===== src/rtl/vixen_mem_bridge.sv =====
// vixen_mem_bridge: L3-to-DRAM line bridge. Turns one 512-bit line request into a
// command plus a BEATS-beat 64-bit burst and returns read lines with a one-cycle ack.
// Optional watchdog: define VIXEN_MEM_BRIDGE_TIMEOUT_EN to abort stalled transactions.
module vixen_mem_bridge #(
    parameter int unsigned BEATS   = 8,
    parameter int unsigned TIMEOUT = 1024
) (
    input  logic                  clk,
    input  logic                  rst_n,
    input  logic                  mem_req,
    input  logic [63:0]           mem_addr,
    input  logic [BEATS*64-1:0]   mem_wdata,
    input  logic                  mem_we,
    output logic [BEATS*64-1:0]   mem_rdata,
    output logic                  mem_ack,
    output logic                  mem_ready,
    output logic                  bus_cmd_valid,
    input  logic                  bus_cmd_ready,
    output logic [63:0]           bus_cmd_addr,
    output logic                  bus_cmd_we,
    output logic                  bus_wvalid,
    input  logic                  bus_wready,
    output logic [63:0]           bus_wdata,
    output logic                  bus_wlast,
    input  logic                  bus_bvalid,
    input  logic                  bus_rvalid,
    output logic                  bus_rready,
    input  logic [63:0]           bus_rdata,
    input  logic                  bus_rlast,
    output logic                  err_proto,
    output logic                  err_timeout,
    output logic [31:0]           perf_reads,
    output logic [31:0]           perf_writes
);

    localparam int unsigned LineW = BEATS * 64;
    localparam int unsigned BeatW = (BEATS > 1) ? $clog2(BEATS) : 1;
    localparam logic [BeatW-1:0] LastBeat = BeatW'(BEATS - 1);

    typedef enum logic [2:0] {
        StIdle,
        StCmd,
        StWdata,
        StWresp,
        StRdata,
        StAck
    } state_e;

    state_e             state_q, state_d;
    logic [BeatW-1:0]   beat_q, beat_d;
    logic [63:0]        addr_q, addr_d;
    logic               we_q, we_d;
    logic [LineW-1:0]   line_q, line_d;
    logic [LineW-1:0]   rbuf_q, rbuf_d;
    logic [LineW-1:0]   rdata_q, rdata_d;
    // Set when the watchdog ended the transaction, so ACK skips the perf counters.
    logic               abort_q, abort_d;
    logic               proto_q, proto_d;
    logic [31:0]        reads_q, reads_d;
    logic [31:0]        writes_q, writes_d;

    // Registered bus/L3 outputs, decoded from the next state.
    logic               ready_q, ready_d;
    logic               ack_q, ack_d;
    logic               cmdv_q, cmdv_d;
    logic               wvalid_q, wvalid_d;
    logic               wlast_q, wlast_d;
    logic [63:0]        wdata_q, wdata_d;
    logic               rready_q, rready_d;

`ifdef VIXEN_MEM_BRIDGE_TIMEOUT_EN
    logic [31:0]        wdog_q, wdog_d;
    logic               tmo_q, tmo_d;
    logic               hs;
`endif

    // Line offset bits are dropped by design.
    logic unused_addr;
    assign unused_addr = ^mem_addr[5:0];

    // Next-state, datapath and registered-output computation.
    always_comb begin
        state_d  = state_q;
        beat_d   = beat_q;
        addr_d   = addr_q;
        we_d     = we_q;
        line_d   = line_q;
        rbuf_d   = rbuf_q;
        rdata_d  = rdata_q;
        abort_d  = abort_q;
        proto_d  = proto_q;
        reads_d  = reads_q;
        writes_d = writes_q;

        unique case (state_q)
            StIdle: begin
                if (mem_req) begin
                    addr_d  = {mem_addr[63:6], 6'b0};
                    we_d    = mem_we;
                    line_d  = mem_wdata;
                    beat_d  = '0;
                    abort_d = 1'b0;
                    state_d = StCmd;
                end
            end
            StCmd: begin
                if (bus_cmd_ready) begin
                    state_d = we_q ? StWdata : StRdata;
                end
            end
            StWdata: begin
                if (bus_wready) begin
                    if (beat_q == LastBeat) begin
                        beat_d  = '0;
                        state_d = StWresp;
                    end else begin
                        beat_d = beat_q + BeatW'(1);
                    end
                end
            end
            StWresp: begin
                if (bus_bvalid) begin
                    state_d = StAck;
                end
            end
            StRdata: begin
                if (bus_rvalid) begin
                    for (int unsigned k = 0; k < BEATS; k++) begin
                        if (beat_q == BeatW'(k)) begin
                            rbuf_d[k*64 +: 64] = bus_rdata;
                        end
                    end
                    if (bus_rlast != (beat_q == LastBeat)) begin
                        proto_d = 1'b1;
                    end
                    // Completion follows the beat count, not bus_rlast.
                    if (beat_q == LastBeat) begin
                        beat_d  = '0;
                        rdata_d = rbuf_d;
                        state_d = StAck;
                    end else begin
                        beat_d = beat_q + BeatW'(1);
                    end
                end
            end
            StAck: begin
                if (!abort_q) begin
                    if (we_q) begin
                        writes_d = writes_q + 32'd1;
                    end else begin
                        reads_d = reads_q + 32'd1;
                    end
                end
                state_d = StIdle;
            end
            default: state_d = StIdle;
        endcase

`ifdef VIXEN_MEM_BRIDGE_TIMEOUT_EN
        tmo_d  = tmo_q;
        wdog_d = '0;
        hs     = 1'b0;
        unique case (state_q)
            StCmd:   hs = bus_cmd_ready;
            StWdata: hs = bus_wready;
            StWresp: hs = bus_bvalid;
            StRdata: hs = bus_rvalid;
            default: hs = 1'b0;
        endcase
        if (state_q inside {StCmd, StWdata, StWresp, StRdata} && !hs) begin
            if (wdog_q == 32'(TIMEOUT - 1)) begin
                tmo_d   = 1'b1;
                abort_d = 1'b1;
                beat_d  = '0;
                state_d = StAck;
                if (!we_q) begin
                    rdata_d = '1;
                end
            end else begin
                wdog_d = wdog_q + 32'd1;
            end
        end
`endif

        ready_d  = (state_d == StIdle);
        ack_d    = (state_d == StAck);
        cmdv_d   = (state_d == StCmd);
        wvalid_d = (state_d == StWdata);
        wlast_d  = wvalid_d && (beat_d == LastBeat);
        rready_d = (state_d == StRdata);
        wdata_d  = '0;
        for (int unsigned k = 0; k < BEATS; k++) begin
            if (beat_d == BeatW'(k)) begin
                wdata_d = line_d[k*64 +: 64];
            end
        end
    end

    // All state and registered outputs, synchronous active-low reset.
    always_ff @(posedge clk) begin
        if (!rst_n) begin
            state_q  <= StIdle;
            beat_q   <= '0;
            addr_q   <= '0;
            we_q     <= 1'b0;
            line_q   <= '0;
            rbuf_q   <= '0;
            rdata_q  <= '0;
            abort_q  <= 1'b0;
            proto_q  <= 1'b0;
            reads_q  <= '0;
            writes_q <= '0;
            ready_q  <= 1'b1;
            ack_q    <= 1'b0;
            cmdv_q   <= 1'b0;
            wvalid_q <= 1'b0;
            wlast_q  <= 1'b0;
            wdata_q  <= '0;
            rready_q <= 1'b0;
`ifdef VIXEN_MEM_BRIDGE_TIMEOUT_EN
            wdog_q   <= '0;
            tmo_q    <= 1'b0;
`endif
        end else begin
            state_q  <= state_d;
            beat_q   <= beat_d;
            addr_q   <= addr_d;
            we_q     <= we_d;
            line_q   <= line_d;
            rbuf_q   <= rbuf_d;
            rdata_q  <= rdata_d;
            abort_q  <= abort_d;
            proto_q  <= proto_d;
            reads_q  <= reads_d;
            writes_q <= writes_d;
            ready_q  <= ready_d;
            ack_q    <= ack_d;
            cmdv_q   <= cmdv_d;
            wvalid_q <= wvalid_d;
            wlast_q  <= wlast_d;
            wdata_q  <= wdata_d;
            rready_q <= rready_d;
`ifdef VIXEN_MEM_BRIDGE_TIMEOUT_EN
            wdog_q   <= wdog_d;
            tmo_q    <= tmo_d;
`endif
        end
    end

    assign mem_rdata     = rdata_q;
    assign mem_ack       = ack_q;
    assign mem_ready     = ready_q;
    assign bus_cmd_valid = cmdv_q;
    // Address and direction are only meaningful while bus_cmd_valid is high.
    assign bus_cmd_addr  = cmdv_q ? addr_q : 64'd0;
    assign bus_cmd_we    = cmdv_q & we_q;
    assign bus_wvalid    = wvalid_q;
    assign bus_wdata     = wdata_q;
    assign bus_wlast     = wlast_q;
    assign bus_rready    = rready_q;
    assign err_proto     = proto_q;
    assign perf_reads    = reads_q;
    assign perf_writes   = writes_q;
`ifdef VIXEN_MEM_BRIDGE_TIMEOUT_EN
    assign err_timeout   = tmo_q;
`else
    assign err_timeout   = 1'b0;
`endif

endmodule


===== config.mk =====
export PLATFORM = sky130hd
export DESIGN_NAME = vixen_mem_bridge
export DESIGN_NICKNAME = d
export VERILOG_FILES = /design/src/rtl/vixen_mem_bridge.sv
export SDC_FILE = /design/constraint.sdc
export NUM_CORES = 2
export LEC_CHECK = 0
export ABC_AREA = 1
export CORE_AREA = 2 2 530 532
export DETAILED_ROUTE_END_ITERATION = 10
export DIE_AREA = 0 0 532 534
export GPL_TIMING_DRIVEN = 0
export PLACE_DENSITY = 0.4
export SLEW_MARGIN = 20
export SYNTH_ARGS = -nofsm -noshare
export SYNTH_HDL_FRONTEND = slang
export SYNTH_SLANG_ARGS = --single-unit

===== constraint.sdc =====
create_clock -name clk -period 4.5 [get_ports clk]
set_input_delay 0.45 -clock clk [delete_from_list [all_inputs] [get_ports clk]]
set_output_delay 0.45 -clock clk [all_outputs]
set_load 0.1 [all_outputs]

==> reports/summary.txt <==
CTS max path bufs -> 4
Synth Instances -> 8832
Cell variety after synth -> 37
Reg power frac -> 0.412
xor/xnor share of the synthesized area -> 0.00207
Final WS setup -> 0.248 ns
most frequent cells in the layout -> 1672 x dfxtp_1, 1265 x clkdlybuf4s50_1, 1167 x nor2_1, 1143 x o21ai_0, 1079 x nand2_1
Mapped Avg Cell Area -> 7.68 um^2
sequential-to-total area share from yosys stat -> 0.494
vias per inst -> 4.88
CTS H-tree lvls -> 4
root buffer cell -> clkbuf_16
routed len/inst -> 27.8 um
fillers -> 29800
CTS tree -> built
Hold Startpoint -> mem_addr[13]
commonest non-fill, non-tap cell in the layout -> dfxtp_1
mux contribution to synthesized area -> 0.0283
die width -> 532 um
Pwr per Cell Area -> 412 mW/mm^2
simple-gate share of the synthesized area -> 0.179
Initial Util -> 0.244
vias post-DR -> 70000
crit path DAT -> 5.05 ns
hold depth -> 3
reg-to-reg critical path startpoint -> state_q[2]
CTS Hold Bufs -> 0
Worst setup SP type -> flop
dpl ws -> 0.00364 ns
die height -> 534 um
FF-to-FF End -> mem_rdata[497]
status -> finished, final reports clean
Synth Area in Compound Gates -> 0.202
PortBufs -> 1348
GPL Wtd Cong -> 0.926
cell with the largest stage delay on the worst path -> nand2_1
cts bufs inserted -> 207
internal power -> 27.1 mW
Hold Fails Final Rpt -> 0
setup violators final -> 0
initial antenna violation count -> 186
crit-path cells -> inv_2 > nor2_2 > inv_2 > nor2_2 > nand2_1 > clkbuf_2 > clkbuf_1 > buf_2 > a21oi_1
register clock-pin slew on the reported worst setup and hold paths -> 0.06 ns
Max VDD drop -> 326 uV
Synth Register Bits -> 1672
first-pass GRT wire length -> 539000 um
R2R Setup Slk -> 0.25 ns
worst-margin pin slew -> 1.20 ns
delay of the slowest critical-path stage -> 0.81 ns
Net count, final -> 11100
Die Area -> 0.284 mm^2
total length of routed wires -> 399000 um
ratio of final minimum period to clock period -> 0.945
Layout Cells excl Fill -> 14300
GRT Total Usage -> 0.269
number of global-route vias before repair -> 68100
largest net degree at the start of global routing -> 16
Hold Crit Class -> primary input to flop
Worst EP required -> 5.30 ns
# DRC -> 0
largest family of logic cells by synthesized area -> compound AO/OA/AOI/OAI gates
P_sw -> 11.1 mW
FMAX -> 0.235 GHz
leakage power -> 36.3 nW
Sw Share -> 0.291
post-placement cell count -> 13900
Rows -> 194
WHS Endpoint -> addr_q[13]
Slew Viols, Final -> 0
critical path class -> flop to flop
Period minus WS final -> 4.25 ns
Critical Path Start -> state_q[2]
Area Overhead vs Synth -> 36.6%
combinational share of power -> 0.143
Syn Std Cell Area -> 0.0678 mm^2
Worst slew margin -> 0.195
Post-Synth Adder-Cell Area -> 0.00148
num ports -> 1362
Pre-antenna DRT Iters -> 6
Worst-Skew Late Latency -> 0.90 ns
Clock power frac -> 0.444
postcts setup bufs -> 0
share of cells above drive strength 1 -> 0.0680
core area -> 0.278 mm^2
DRT antenna net count -> 0
Crit Path Max Fanout -> 10
DRT iter0 DRCs -> 5135
clock sink count -> 1672
Post-CTS Resized -> 0
Worst R2R Path Depth -> 9
grt ovf -> 0
setup skew after layout -> 0.0697 ns
Post-DP HPWL -> 327000 um
CP endpoint kind -> flop
Max Cap Viol -> 0
RSZ-0062 raised after global routing -> false
synth warn -> 0
-- metal layers --
layer	wire length (um)	track usage	vias to the layer above
met5	941	0	-
met4	20500	0.124	146
met3	29800	0.0728	795
met2	193000	0.468	2555
met1	155000	0.305	33700
li1	-	-	32800
-- stage by stage --
| stage | util | hold slack [ns] | instance area (um^2) | power, mW | setup TNS (ns) |
|---|---|---|---|---|---|
| after floorplan | - | 0.424 | 67800 | 19.1 | 0 |
| after detailed placement | 0.308 | 0.437 | 85800 | 21.5 | 0 |
| after global routing | 0.332 | 0.116 | 92500 | 39.5 | 0 |
| final | 0.333 | 0.139 | 92600 | 38.2 | 0 |
| after global placement | 0.309 | 0.433 | 86000 | 21.5 | -99.21 |
| after CTS | 0.332 | 0.0582 | 92500 | 38.6 | 0 |
-- synthesized netlist by cell type --
cell	count	share of area
conb_1	1	0.000055
a31oi_1	1	0.000092
inv_1	904	0.050
o21ai_1	36	0.0027
nand3_2	2	0.00030
buf_2	116	0.0086
nor3_4	2	0.00048
nor3b_1	2	0.00022
nor3_2	5	0.00074
nand4_2	1	0.00018
nand2_1	1079	0.060
buf_1	28	0.0016
dfxtp_1	1672	0.49
nor2_4	1	0.00017
nor4_1	4	0.00037
nand3_1	157	0.012
nor2_2	5	0.00046
clkbuf_1	562	0.031
nand3b_1	2	0.00022
a221oi_1	384	0.050
nor3_1	36	0.0027
nand4_1	275	0.025
o21a_1	4	0.00044
or2_2	128	0.012
a21oi_1	870	0.064
ha_1	8	0.0015
xnor2_1	4	0.00052
a211oi_1	2	0.00022
o21ai_0	1143	0.084
mux2i_1	192	0.028
buf_4	17	0.0019
inv_2	7	0.00039
o211a_1	1	0.00015
xor2_1	12	0.0016
and2_1	1	0.000092
and3_1	1	0.000092
nor2_1	1167	0.065
-- critical path: cells and delay by family, from the launching register on --
kind,cells,cell delay (ns)
buffers and inverters,5,1.79
and+or+nand+nor,3,1.63
DFF,1,0.54
AOI/OAI and AO/OA,1,0.18
-- state kept, by name, summed over array words and instances, names as in the netlist, 3 cells and up --
signal       count
line_q         512
mem_rdata      512
rbuf_q         448
perf_writes     32
beat_q           3
addr_q          58
state_q          3
bus_wdata       64
perf_reads      32
-- power by group through the flow --
| stage | combinational (mW) | clock [mW] | sequential [mW] |
|---|---|---|---|
| floorplan | 2.54 | 0 | 16.5 |
| CTS | 5.50 | 17.3 | 15.7 |
| detailed placement | 5.49 | 0 | 16.1 |
| finish | 5.48 | 17.0 | 15.8 |
| global placement | 5.43 | 0 | 16.0 |
| global route | 5.86 | 17.9 | 15.8 |
-- kinds of logic after synthesis --
family / count (synthesis)
compound gates: 2441
xor+xnor: 16
fa+ha+maj: 8
buf+inv: 1634
flops: 1672
mux: 192
other cells: 1
simple gates: 2868
-- cell type report --
class	count	area (um^2)	share of cell area
Multi-Input combinational cell	5532	28000	0.302
Sequential cell	1672	33500	0.361
Antenna cell	62	155	0.00167
Clock buffer	319	6230	0.0672
Clock inverter	46	515	0.00556
Buffer	723	2960	0.0320
Inverter	911	3420	0.0369
Tap cell	3724	4660	0.0503
Timing Repair Buffer	1355	13200	0.143
-- worst max path at each step --
stage,to,cells after the start
detailed placement,mem_rdata[497],8
floorplan,bus_cmd_addr[53],5
finish,mem_rdata[497],9
CTS,mem_rdata[497],9
global route,mem_rdata[498],9
global placement,beat_q[0],6
Power figures use the tool's default switching activity.
